===== config.mk =====
export PLATFORM = sky130hd
export DESIGN_NAME = fc_mp_refresh_flat
export DESIGN_NICKNAME = d
export VERILOG_FILES = /design/src/rtl/fc_mp_refresh_pkg.sv /design/src/rtl/fc_mp_refresh_if.sv /design/src/rtl/fc_mp_mem.sv /design/src/rtl/fc_mp_refresh.sv /design/src/flat_wrapper.sv
export SDC_FILE = /design/constraint.sdc
export NUM_CORES = 2
export LEC_CHECK = 0
export ABC_CLOCK_PERIOD_IN_PS = 23200
export CORE_MARGIN = 3
export CORE_UTILIZATION = 35
export DETAILED_ROUTE_END_ITERATION = 8
export PLACE_DENSITY = 0.47
export SKIP_LAST_GASP = 1
export SYNTH_ARGS = -nofsm -noshare
export SYNTH_HDL_FRONTEND = slang
export SYNTH_HIERARCHICAL = 1
export SYNTH_SLANG_ARGS = --single-unit

===== constraint.sdc =====
create_clock -name clk -period 23.2 [get_ports clk]
set_clock_uncertainty 0.05 [all_clocks]
set_input_delay 3.48 -clock clk [delete_from_list [all_inputs] [get_ports clk]]
set_output_delay 3.48 -clock clk [all_outputs]
set_load 0.02 [all_outputs]

===== src/rtl/fc_mp_refresh_pkg.sv =====
// Shared widths, FSM state and spike-event record for the FC membrane-potential refresh stage.
package fc_mp_refresh_pkg;

  localparam int MP_WIDE      = 8;
  localparam int CHANNEL_WIDE = 8;
  localparam int MP_ACC_WIDE  = 16;

  typedef enum logic {
    ST_RUN,
    ST_CLEAR
  } state_e;

  typedef struct packed {
    logic                    fire;
    logic [CHANNEL_WIDE-1:0] channel;
  } spike_evt_t;

endpackage


===== src/rtl/fc_mp_refresh_if.sv =====
// Weight stream in, spike events out; the PE side is the master.
interface fc_mp_refresh_if;
  import fc_mp_refresh_pkg::*;

  logic signed [MP_WIDE-1:0] mp_in;
  logic                      mp_valid;
  logic [CHANNEL_WIDE-1:0]   channel_num;
  logic                      mp_flush;
  logic                      mp_clear;
  logic                      in_ready;
  logic                      spike_valid;
  logic                      spike;
  logic [CHANNEL_WIDE-1:0]   spike_channel;
  logic                      layer_done;

  modport master (
    output mp_in, mp_valid, channel_num, mp_flush, mp_clear,
    input  in_ready, spike_valid, spike, spike_channel, layer_done
  );

  modport slave (
    input  mp_in, mp_valid, channel_num, mp_flush, mp_clear,
    output in_ready, spike_valid, spike, spike_channel, layer_done
  );

endinterface


===== src/rtl/fc_mp_mem.sv =====
// Membrane-potential register file: asynchronous read, synchronous write.
module fc_mp_mem #(
  parameter int DEPTH = 256,
  parameter int WIDTH = 16,
  parameter int AW    = 8
) (
  input  logic                    clk,
  input  logic                    we,
  input  logic [AW-1:0]           waddr,
  input  logic signed [WIDTH-1:0] wdata,
  input  logic [AW-1:0]           raddr,
  output logic signed [WIDTH-1:0] rdata
);

  logic signed [WIDTH-1:0] mem_q [DEPTH];

  // NOTE: storage arrays get no reset; an explicit clear pass zeroes them instead.
  always_ff @(posedge clk) begin
    if (we) mem_q[waddr] <= wdata;
  end

  assign rdata = mem_q[raddr];

endmodule


===== src/rtl/fc_mp_refresh.sv =====
// Per-channel weight accumulation, integrate/leak/threshold into stored potentials, spike emission.
module fc_mp_refresh
  import fc_mp_refresh_pkg::*;
#(
  parameter int          OUTPUT_CHANNEL_NUM = 256,
  parameter int          ACC_WIDE           = MP_ACC_WIDE,
  parameter int          THRESHOLD          = 100,
  parameter int unsigned LEAK               = 0
) (
  input  logic            clk,
  input  logic            rstn,
  fc_mp_refresh_if.slave  bus
);

  localparam int MAW = (OUTPUT_CHANNEL_NUM > 1) ? $clog2(OUTPUT_CHANNEL_NUM) : 1;
  localparam int SW  = ACC_WIDE + 2;

  typedef logic signed [ACC_WIDE-1:0] acc_t;

  localparam logic signed [SW-1:0] SAT_MAX = SW'((longint'(1) << (ACC_WIDE - 1)) - 1);
  localparam logic signed [SW-1:0] SAT_MIN = SW'(-(longint'(1) << (ACC_WIDE - 1)));
  localparam logic signed [SW-1:0] LEAK_S  = SW'(LEAK);

  function automatic acc_t sat(input logic signed [SW-1:0] x);
    if (x > SAT_MAX) return acc_t'(SAT_MAX);
    if (x < SAT_MIN) return acc_t'(SAT_MIN);
    return acc_t'(x);
  endfunction

  state_e                  state_q, state_d;
  logic                    open_q, open_d;
  logic [CHANNEL_WIDE-1:0] cur_ch_q, cur_ch_d;
  acc_t                    acc_q, acc_d;
  logic                    flush_pend_q, flush_pend_d;
  logic [MAW-1:0]          clr_cnt_q, clr_cnt_d;
  logic                    spike_valid_q, spike_valid_d;
  logic                    layer_done_q, layer_done_d;
  spike_evt_t              evt_q, evt_d;

  logic                    mem_we;
  logic [MAW-1:0]          mem_waddr;
  acc_t                    mem_wdata;
  acc_t                    mem_rdata;

  acc_t                    in_ext;
  logic                    ch_ok;
  logic signed [SW-1:0]    v_sum;
  acc_t                    v_sat;
  logic                    fire;
  logic                    finalize;

  fc_mp_mem #(
    .DEPTH (OUTPUT_CHANNEL_NUM),
    .WIDTH (ACC_WIDE),
    .AW    (MAW)
  ) u_mem (
    .clk   (clk),
    .we    (mem_we),
    .waddr (mem_waddr),
    .wdata (mem_wdata),
    .raddr (cur_ch_q[MAW-1:0]),
    .rdata (mem_rdata)
  );

  if (OUTPUT_CHANNEL_NUM >= (1 << CHANNEL_WIDE)) begin : g_ch_all
    assign ch_ok = 1'b1;
  end else begin : g_ch_chk
    assign ch_ok = (int'(bus.channel_num) < OUTPUT_CHANNEL_NUM);
  end

  assign in_ext = acc_t'(bus.mp_in);

  // The finalize datapath always works on the open channel; the read port is tied to cur_ch.
  assign v_sum = SW'(mem_rdata) + SW'(acc_q) - LEAK_S;
  assign v_sat = sat(v_sum);
  assign fire  = (int'(v_sat) >= THRESHOLD);

  // NOTE: every always_comb output gets a default first so no path leaves it unassigned (no latch).
  always_comb begin
    state_d       = state_q;
    open_d        = open_q;
    cur_ch_d      = cur_ch_q;
    acc_d         = acc_q;
    flush_pend_d  = flush_pend_q;
    clr_cnt_d     = clr_cnt_q;
    spike_valid_d = 1'b0;
    layer_done_d  = 1'b0;
    evt_d         = evt_q;
    finalize      = 1'b0;
    mem_we        = 1'b0;
    mem_waddr     = cur_ch_q[MAW-1:0];
    mem_wdata     = fire ? '0 : v_sat;

    if (bus.mp_clear) begin
      state_d      = ST_CLEAR;
      clr_cnt_d    = '0;
      open_d       = 1'b0;
      flush_pend_d = 1'b0;
      acc_d        = '0;
    end else if (state_q == ST_CLEAR) begin
      mem_we    = 1'b1;
      mem_waddr = clr_cnt_q;
      mem_wdata = '0;
      if (int'(clr_cnt_q) == OUTPUT_CHANNEL_NUM - 1) state_d = ST_RUN;
      else                                           clr_cnt_d = clr_cnt_q + 1'b1;
    end else begin
      if (bus.mp_valid) begin
        // A flush arriving with data waits for the first idle cycle so this sample is included.
        flush_pend_d = flush_pend_q | bus.mp_flush;
        if (ch_ok) begin
          if (!open_q) begin
            open_d   = 1'b1;
            cur_ch_d = bus.channel_num;
            acc_d    = in_ext;
          end else if (bus.channel_num == cur_ch_q) begin
            acc_d = sat(SW'(acc_q) + SW'(in_ext));
          end else begin
            finalize = 1'b1;
            cur_ch_d = bus.channel_num;
            acc_d    = in_ext;
          end
        end
      end else if (bus.mp_flush || flush_pend_q) begin
        flush_pend_d = 1'b0;
        layer_done_d = 1'b1;
        if (open_q) begin
          finalize = 1'b1;
          open_d   = 1'b0;
        end
      end

      if (finalize) begin
        mem_we        = 1'b1;
        spike_valid_d = 1'b1;
        evt_d         = '{fire: fire, channel: cur_ch_q};
      end
    end
  end

  // NOTE: state flops use non-blocking assignments so every register samples pre-edge values.
  always_ff @(posedge clk or negedge rstn) begin
    if (!rstn) begin
      state_q       <= ST_RUN;
      open_q        <= 1'b0;
      cur_ch_q      <= '0;
      acc_q         <= '0;
      flush_pend_q  <= 1'b0;
      clr_cnt_q     <= '0;
      spike_valid_q <= 1'b0;
      layer_done_q  <= 1'b0;
      evt_q         <= '0;
    end else begin
      state_q       <= state_d;
      open_q        <= open_d;
      cur_ch_q      <= cur_ch_d;
      acc_q         <= acc_d;
      flush_pend_q  <= flush_pend_d;
      clr_cnt_q     <= clr_cnt_d;
      spike_valid_q <= spike_valid_d;
      layer_done_q  <= layer_done_d;
      evt_q         <= evt_d;
    end
  end

  assign bus.in_ready      = (state_q == ST_RUN);
  assign bus.spike_valid   = spike_valid_q;
  assign bus.spike         = evt_q.fire;
  assign bus.spike_channel = evt_q.channel;
  assign bus.layer_done    = layer_done_q;

endmodule

===== src/flat_wrapper.sv =====
// flat-port wrapper written by rule: the top's interface ports become plain ports
module fc_mp_refresh_flat import fc_mp_refresh_pkg::*;
#(
  parameter int          OUTPUT_CHANNEL_NUM = 256,
  parameter int          ACC_WIDE           = MP_ACC_WIDE,
  parameter int          THRESHOLD          = 100,
  parameter int unsigned LEAK               = 0
)
  (clk, rstn, bus_mp_in, bus_mp_valid, bus_channel_num, bus_mp_flush, bus_mp_clear, bus_in_ready, bus_spike_valid, bus_spike, bus_spike_channel, bus_layer_done);
  fc_mp_refresh_if bus_i ();
  input  logic clk;
  input  logic rstn;
  input wire logic [$bits(bus_i.mp_in)-1:0] bus_mp_in;
  input wire logic [$bits(bus_i.mp_valid)-1:0] bus_mp_valid;
  input wire logic [$bits(bus_i.channel_num)-1:0] bus_channel_num;
  input wire logic [$bits(bus_i.mp_flush)-1:0] bus_mp_flush;
  input wire logic [$bits(bus_i.mp_clear)-1:0] bus_mp_clear;
  output wire logic [$bits(bus_i.in_ready)-1:0] bus_in_ready;
  output wire logic [$bits(bus_i.spike_valid)-1:0] bus_spike_valid;
  output wire logic [$bits(bus_i.spike)-1:0] bus_spike;
  output wire logic [$bits(bus_i.spike_channel)-1:0] bus_spike_channel;
  output wire logic [$bits(bus_i.layer_done)-1:0] bus_layer_done;
  assign bus_i.mp_in = bus_mp_in;
  assign bus_i.mp_valid = bus_mp_valid;
  assign bus_i.channel_num = bus_channel_num;
  assign bus_i.mp_flush = bus_mp_flush;
  assign bus_i.mp_clear = bus_mp_clear;
  assign bus_in_ready = bus_i.in_ready;
  assign bus_spike_valid = bus_i.spike_valid;
  assign bus_spike = bus_i.spike;
  assign bus_spike_channel = bus_i.spike_channel;
  assign bus_layer_done = bus_i.layer_done;
  fc_mp_refresh #(.OUTPUT_CHANNEL_NUM(OUTPUT_CHANNEL_NUM), .ACC_WIDE(ACC_WIDE), .THRESHOLD(THRESHOLD), .LEAK(LEAK)) u_core (.clk(clk), .rstn(rstn), .bus(bus_i));
endmodule

After elaboration in Yosys (flattened, before gate mapping)
Memories as Yosys holds them, arrays and structs flattened. Cells that the tools add are included.

Register bits after elaboration: 46. RAM bits: 4096. Input bits: 21. Output and inout port bits: 12. Memories: 1.

Memories: u_core.u_mem.mem_q (words 256, width 16, read ports 1, clocked after memory_dff 0, write ports 1, line fc_mp_mem.sv:15) `logic signed [WIDTH-1:0] mem_q [DEPTH];`.

Add/subtract/negate cells: 3. Magnitude comparators: 5. Eq/ne operators: 5. Multiplexer cells: 67. Bitwise operators: 3. Reduce and logical (&&, ||, !) cells: 9.

Operators with widths (count): 16-bit 2-to-1 mux (16); 8-bit 2-to-1 mux (7); 1-bit 2-to-1 mux (44); 18-bit by 16-bit greater-than comparator with 1-bit output, second input constant (2); 18-bit by 16-bit < comparator with 1-bit output, second input constant (2); 16-bit by 16-bit adder with 17-bit output (1); 16-bit by 8-bit adder with 17-bit output (1); 16-bit by 8-bit >= comparator with 1-bit output, second input constant (1); 8-bit by 1-bit adder with 8-bit output, second input constant (1); 8-bit by 1-bit == test with 1-bit output, second input constant (1); 8-bit == test (1); 2-bit inequality test, second input constant (3); 2-bit AND reduction (3); 4-bit AND reduction (1); 2-bit nonzero test (2); 3-bit AND reduction (1); 3-bit nonzero test (1); 1-bit NOT (2); 1-bit logical OR (1); 1-bit bitwise OR (1).

Logic depth before layout (Yosys ltp)
Word-level depth: 21. Depth in mapped cells: 23. Gate-level depth less buffers: 17.

Modules after synthesis
The synthesis kept the hierarchy.

By module, submodules not included: fc_mp_mem (times used 1, cells each 7344, area each 158394.4 sq um, seq. area each 122998.0 sq um); fc_mp_refresh (times used 1, cells each 454, area each 3953.8 sq um, seq. area each 1151.1 sq um).

Least setup slack after synthesis
No wires, ideal clock.

Path kind: reg2reg. Start point: register u_core.cur_ch_q[0]. End point: memory u_core.u_mem.mem_q[0][2], data pin. Library setup time: 2.809 ns. Data arrival time: 17.578 ns. Path slack: 2.764 ns. Stages on the path, launching flop included: 19. Path buffers: 4. Cells stage by stage: dfrtp_1 > buf_6 > buf_6 > buf_2 > mux4_2 > mux4_2 > a22o_1 > o32ai_1 > nor4_1 > ha_1 > buf_2 > a21oi_1 > o21ai_0 > a2111o_1 > a31oi_1 > xnor2_1 > nor2b_4 > a31oi_4 > nor4_1.

Word-level cells in the longest chain between the ends: 11.

Ends and longest elaborated chain: start: declaration (line fc_mp_refresh.sv:32) `logic [CHANNEL_WIDE-1:0] cur_ch_q, cur_ch_d;`; start signal: assignment (line fc_mp_refresh.sv:155) `cur_ch_q <= cur_ch_d;`; memory read 256 x 16 bit *; named net u_core.mem_rdata[10] (line fc_mp_refresh.sv:43) `acc_t mem_rdata;`; 16-bit by 16-bit adder with 17-bit output * (line fc_mp_refresh.sv:74) `assign v_sum = SW'(mem_rdata) + SW'(acc_q) - LEAK_S;`; 18-bit by 16-bit < comparator with 1-bit output (line fc_mp_refresh.sv:26) `if (x < SAT_MIN) return acc_t'(SAT_MIN);`; 1-bit 2-to-1 mux (2 in series) (line fc_mp_refresh.sv:26); 16-bit 2-to-1 mux (line fc_mp_refresh.sv:27) `return acc_t'(x);`; 16-bit 2-to-1 mux * (line fc_mp_refresh.sv:26); 16-bit by 8-bit >= comparator with 1-bit output (line fc_mp_refresh.sv:76) `assign fire = (int'(v_sat) >= THRESHOLD);`; 16-bit 2-to-1 mux * (line fc_mp_refresh.sv:92) `mem_wdata = fire ? '0 : v_sat;`; 16-bit 2-to-1 mux (line fc_mp_refresh.sv:100) `end else if (state_q == ST_CLEAR) begin`; 16-bit 2-to-1 mux * (line fc_mp_refresh.sv:94) `if (bus.mp_clear) begin`; named net u_core.mem_wdata[2] (line fc_mp_refresh.sv:42) `acc_t mem_wdata;`; end: declaration (line fc_mp_mem.sv:15).

Mark *: on every way through the listed nets, which the timed path passes. The rest lies on a longest branch. The select of a mux whose other input is x is not followed.

Final worst setup path
Start point: register u_core.cur_ch_q[0]. End point: memory u_core.u_mem.mem_q[137][6], data pin.

Same word-level chain as after synthesis.

==> metrics.md <==
| Metric | Value |
|---|---|
| Status | finished, violations left |
| Failing checks | capacitance limit, slew limit |
| TritonCTS clock tree | yes |
| HP Class | flip-flop to flip-flop |
| Crit path launch type | flip-flop |
| Initial antenna violation count | 26 |
| CTS buffer count | 431 |
| Design Area, Final | 0.186 sq mm |
| Post-DP HPWL | 288 mm |
| WS Path Type | flip-flop to flip-flop |
| Final worst slack | around 11 ns |
| Drt wl/cell | 33.5 microns |
| Gr ovfl total | 0 |
| Initial drt markers | 9,403 |
| Post-DP Area | 0.172 sq mm |
| Metal3 WL | about 32 mm |
| Vias in the first global route | around 83,000 |
| RSZ-0062 raised after global routing | no |
| Vias | 83,200 |
| Synthesized Nets | 7,854 |
| Cells after synthesis | 7,798 |
| Reg2reg end | u_core/u_mem/mem_q[137][6] |
| Area leader, netlist | edfxtp_1 |
| Skew-Pair Late Insertion Delay | 1.00 ns |
| Synth cell count leaders | edfxtp_1 (4,096), mux4_2 (797), mux2i_1 (567) |
| Tmin final | roughly 12 ns |
| Post-CTS setup buffers | 0 |
| Total power | 0.0153 W |
| Rows | between 200 and 250 |
| Hold Startpoint | u_core/bus.spike_channel[3] |
| Resize count post-CTS | 0 |
| Seq/Total Area, Yosys | 0.765 |
| Top Metal Used | met5 |
| Clk sinks | 4,142 |
| FF-to-FF Start | u_core/cur_ch_q[0] |
| First-pass GRT wire length | 682 mm |
| Drt first pass iters | 6 |
| Slew Viols, Final | 2 |
| Post-synthesis cell area | 0.162 sq mm |
| Vias per cell | 5.66 |
| Antenna Nets Post-Route | 0 |
| Number of max-cap violations | 1 |
| Mapped Avg Cell Area | approximately 21 sq um |
| Largest cells by area after synthesis | edfxtp_1 (76%), mux4_2 (11%), mux2i_1 (3.5%), o221ai_1 (1.4%), nor2_1 (0.79%) |
| Core Box Area | 0.461 sq mm |
| Fmax | 0.0849 GHz |
| Final hold vios | 0 |
| Layout Nets | 8,251 |
| Clk buf depth | 4 |
| Port Buf Inserts | 32 |
| Largest net degree at the start of global routing | 257 |
| Hold EP | u_core/bus.spike_channel[3] |
| Placement Setup Slack | 11.43 ns |
| Pwr/cell area | 82.1 mW/mm^2 |
| FFs w/ async S/R, synth | 0.0111 |
| Fraction of layout cells with a size suffix above 1 | 0.253 |
| Routability-driven placement congestion ratio | 0.883 |
| Root buffer cell | clkbuf_16 |
| Worst Max-Slew Pin Slew | around 1.5 ns |
| Seq cells post-synth | 4,142 |
| Setup tns final | 0 ns |
| Worst Reg-to-Reg Cells | 20 |
| Ports | 33 |
| WL final | 493 mm |
| Yosys warns | 6 |
| Top-count cell post-synth | edfxtp_1 |
| WHS Path Cells | 1 |
| Final setup fails | 0 |
| Distinct cells, synth | 85 |
| Met1 WL | 217 mm |
| Leak | 57.5 nW |
| Worst path required time | 23.79 ns |
| Final non-filler cell total | approximately 15,000 |
| Htree depth | 5 |
| Max VDD drop | 67.9 uV |
| Synth top area share | 0.758 |
| Post-synth EDFFs | 4,096 |
| Routed wl met2 | 229 mm |
| Nature of the critical path endpoint | flip-flop |
| Reg-to-reg slack, setup | 11.42 ns |
| CTS clk-pin slew, worst paths | roughly 0.060 ns |
| CP max FO | 80 |
| Die Y-Extent | approximately 690 microns |
| Area Growth Syn to Fin | 14.6% |
| Tcrit/Tclk final | 0.508 |
| CP arrival | 12.36 ns |
| Cell count after placement | approximately 14,000 |
| Slew HR | -0.0342 |
| Cts-stage hold buffer count | 0 |
| Initial Utilization | 0.352 |
| Die area | 0.472 sq mm |
| Overall routing resource usage | 0.205 |
| Ys flop type | edfxtp_1 |
| Die Span X | 687 microns |
| DRC | 0 |
[final cells by class]
cell class                      count  area (sq um)
Multi-Input combinational cell   3175         36400
Antenna cell                       12          30.0
Tap cell                         6149          7690
Sequential cell                  4142        124000
Inverter                           19          83.8
Clock buffer                      522         11300
Timing Repair Buffer              426          3540
Clock inverter                    262          2760
Fill cell                       40700        275000
[state kept, by name, summed over array words and instances, names as in the netlist]
register / count
u_core/bus.layer_done: 1
u_core/state_q: 1
u_core/bus.spike_valid: 1
u_core/u_mem/mem_q: 4096
u_core/clr_cnt_q: 8
u_core/cur_ch_q: 8
u_core/bus.spike_channel: 8
u_core/acc_q: 16
u_core/open_q: 1
u_core/flush_pend_q: 1
u_core/bus.spike: 1
[power breakdown]
| part | switching, W | internal [W] |
|---|---|---|
| clock network | 0.00288 | 0.00407 |
| registers | 0.00000158 | 0.00817 |
| logic | 0.000129 | 0.0000307 |
[through the flow]
step            util  hold slack (ns)
5_1_grt        0.403            0.472
2_1_floorplan      -            0.432
3_3_place_gp   0.373            0.441
3_5_place_dp   0.373            0.445
4_1_cts        0.403            0.458
6_report       0.404            0.451
[layout by cell type (no fill, tap or decap), drive strengths merged, types with 32 or more instances in the layout]
cell       n
o21ai     67
buf      395
edfxtp  4096
mux4     797
clkinv   188
mux2i    567
clkbuf   522
ha        33
o22ai    150
nor3     100
nand2     98
a22o      32
a22oi     46
mux2     107
a21oi    208
dfrtp     46
nand3     48
bufinv    54
nor2     343
o221ai   254
[cells by family after synthesis]
kind of cell / synth area share
simple gates: 0.0197
compound gates: 0.0406
flops: 0.765
fa+ha+maj: 0.00279
mux: 0.153
xor+xnor: 0.00205
buf+inv: 0.0171
[routing by layer]
layer  global-route usage  up-vias
met5                    0        -
met2                0.321     3043
li1                     -    33800
met4               0.0587        2
met1                0.298    45800
met3               0.0320      639
[critical path, cell delays in order (launching register included)]
cell	delay, ns
dfrtp_4	0.77
buf_4	0.59
buf_12	0.49
buf_4	0.67
buf_4	0.71
mux2i_1	0.17
o221ai_1	0.37
a21oi_1	0.11
nor3_1	0.53
o32ai_1	0.40
nor4_1	1.23
ha_1	0.47
a21oi_1	0.26
nand2b_1	0.14
o311ai_0	0.77
nand3_1	0.13
and4bb_1	0.36
a31oi_4	0.29
nor2_4	0.93
buf_4	0.65
buf_4	0.73
[worst max path at each step]
| stage | from | to | slack (ns) |
|---|---|---|---|
| 2_1_floorplan | u_core/cur_ch_q[0] | u_core/u_mem/mem_q[0][2] | 2.76 |
| 3_3_place_gp | u_core/cur_ch_q[0] | u_core/u_mem/mem_q[132][6] | 11.60 |
| 3_5_place_dp | u_core/cur_ch_q[0] | u_core/u_mem/mem_q[132][6] | 11.43 |
| 4_1_cts | u_core/cur_ch_q[0] | u_core/u_mem/mem_q[140][6] | 11.39 |
| 5_1_grt | u_core/cur_ch_q[0] | u_core/u_mem/mem_q[140][6] | 10.94 |
| 6_report | u_core/cur_ch_q[0] | u_core/u_mem/mem_q[137][6] | 11.42 |
(Power assumes the default switching activity.)
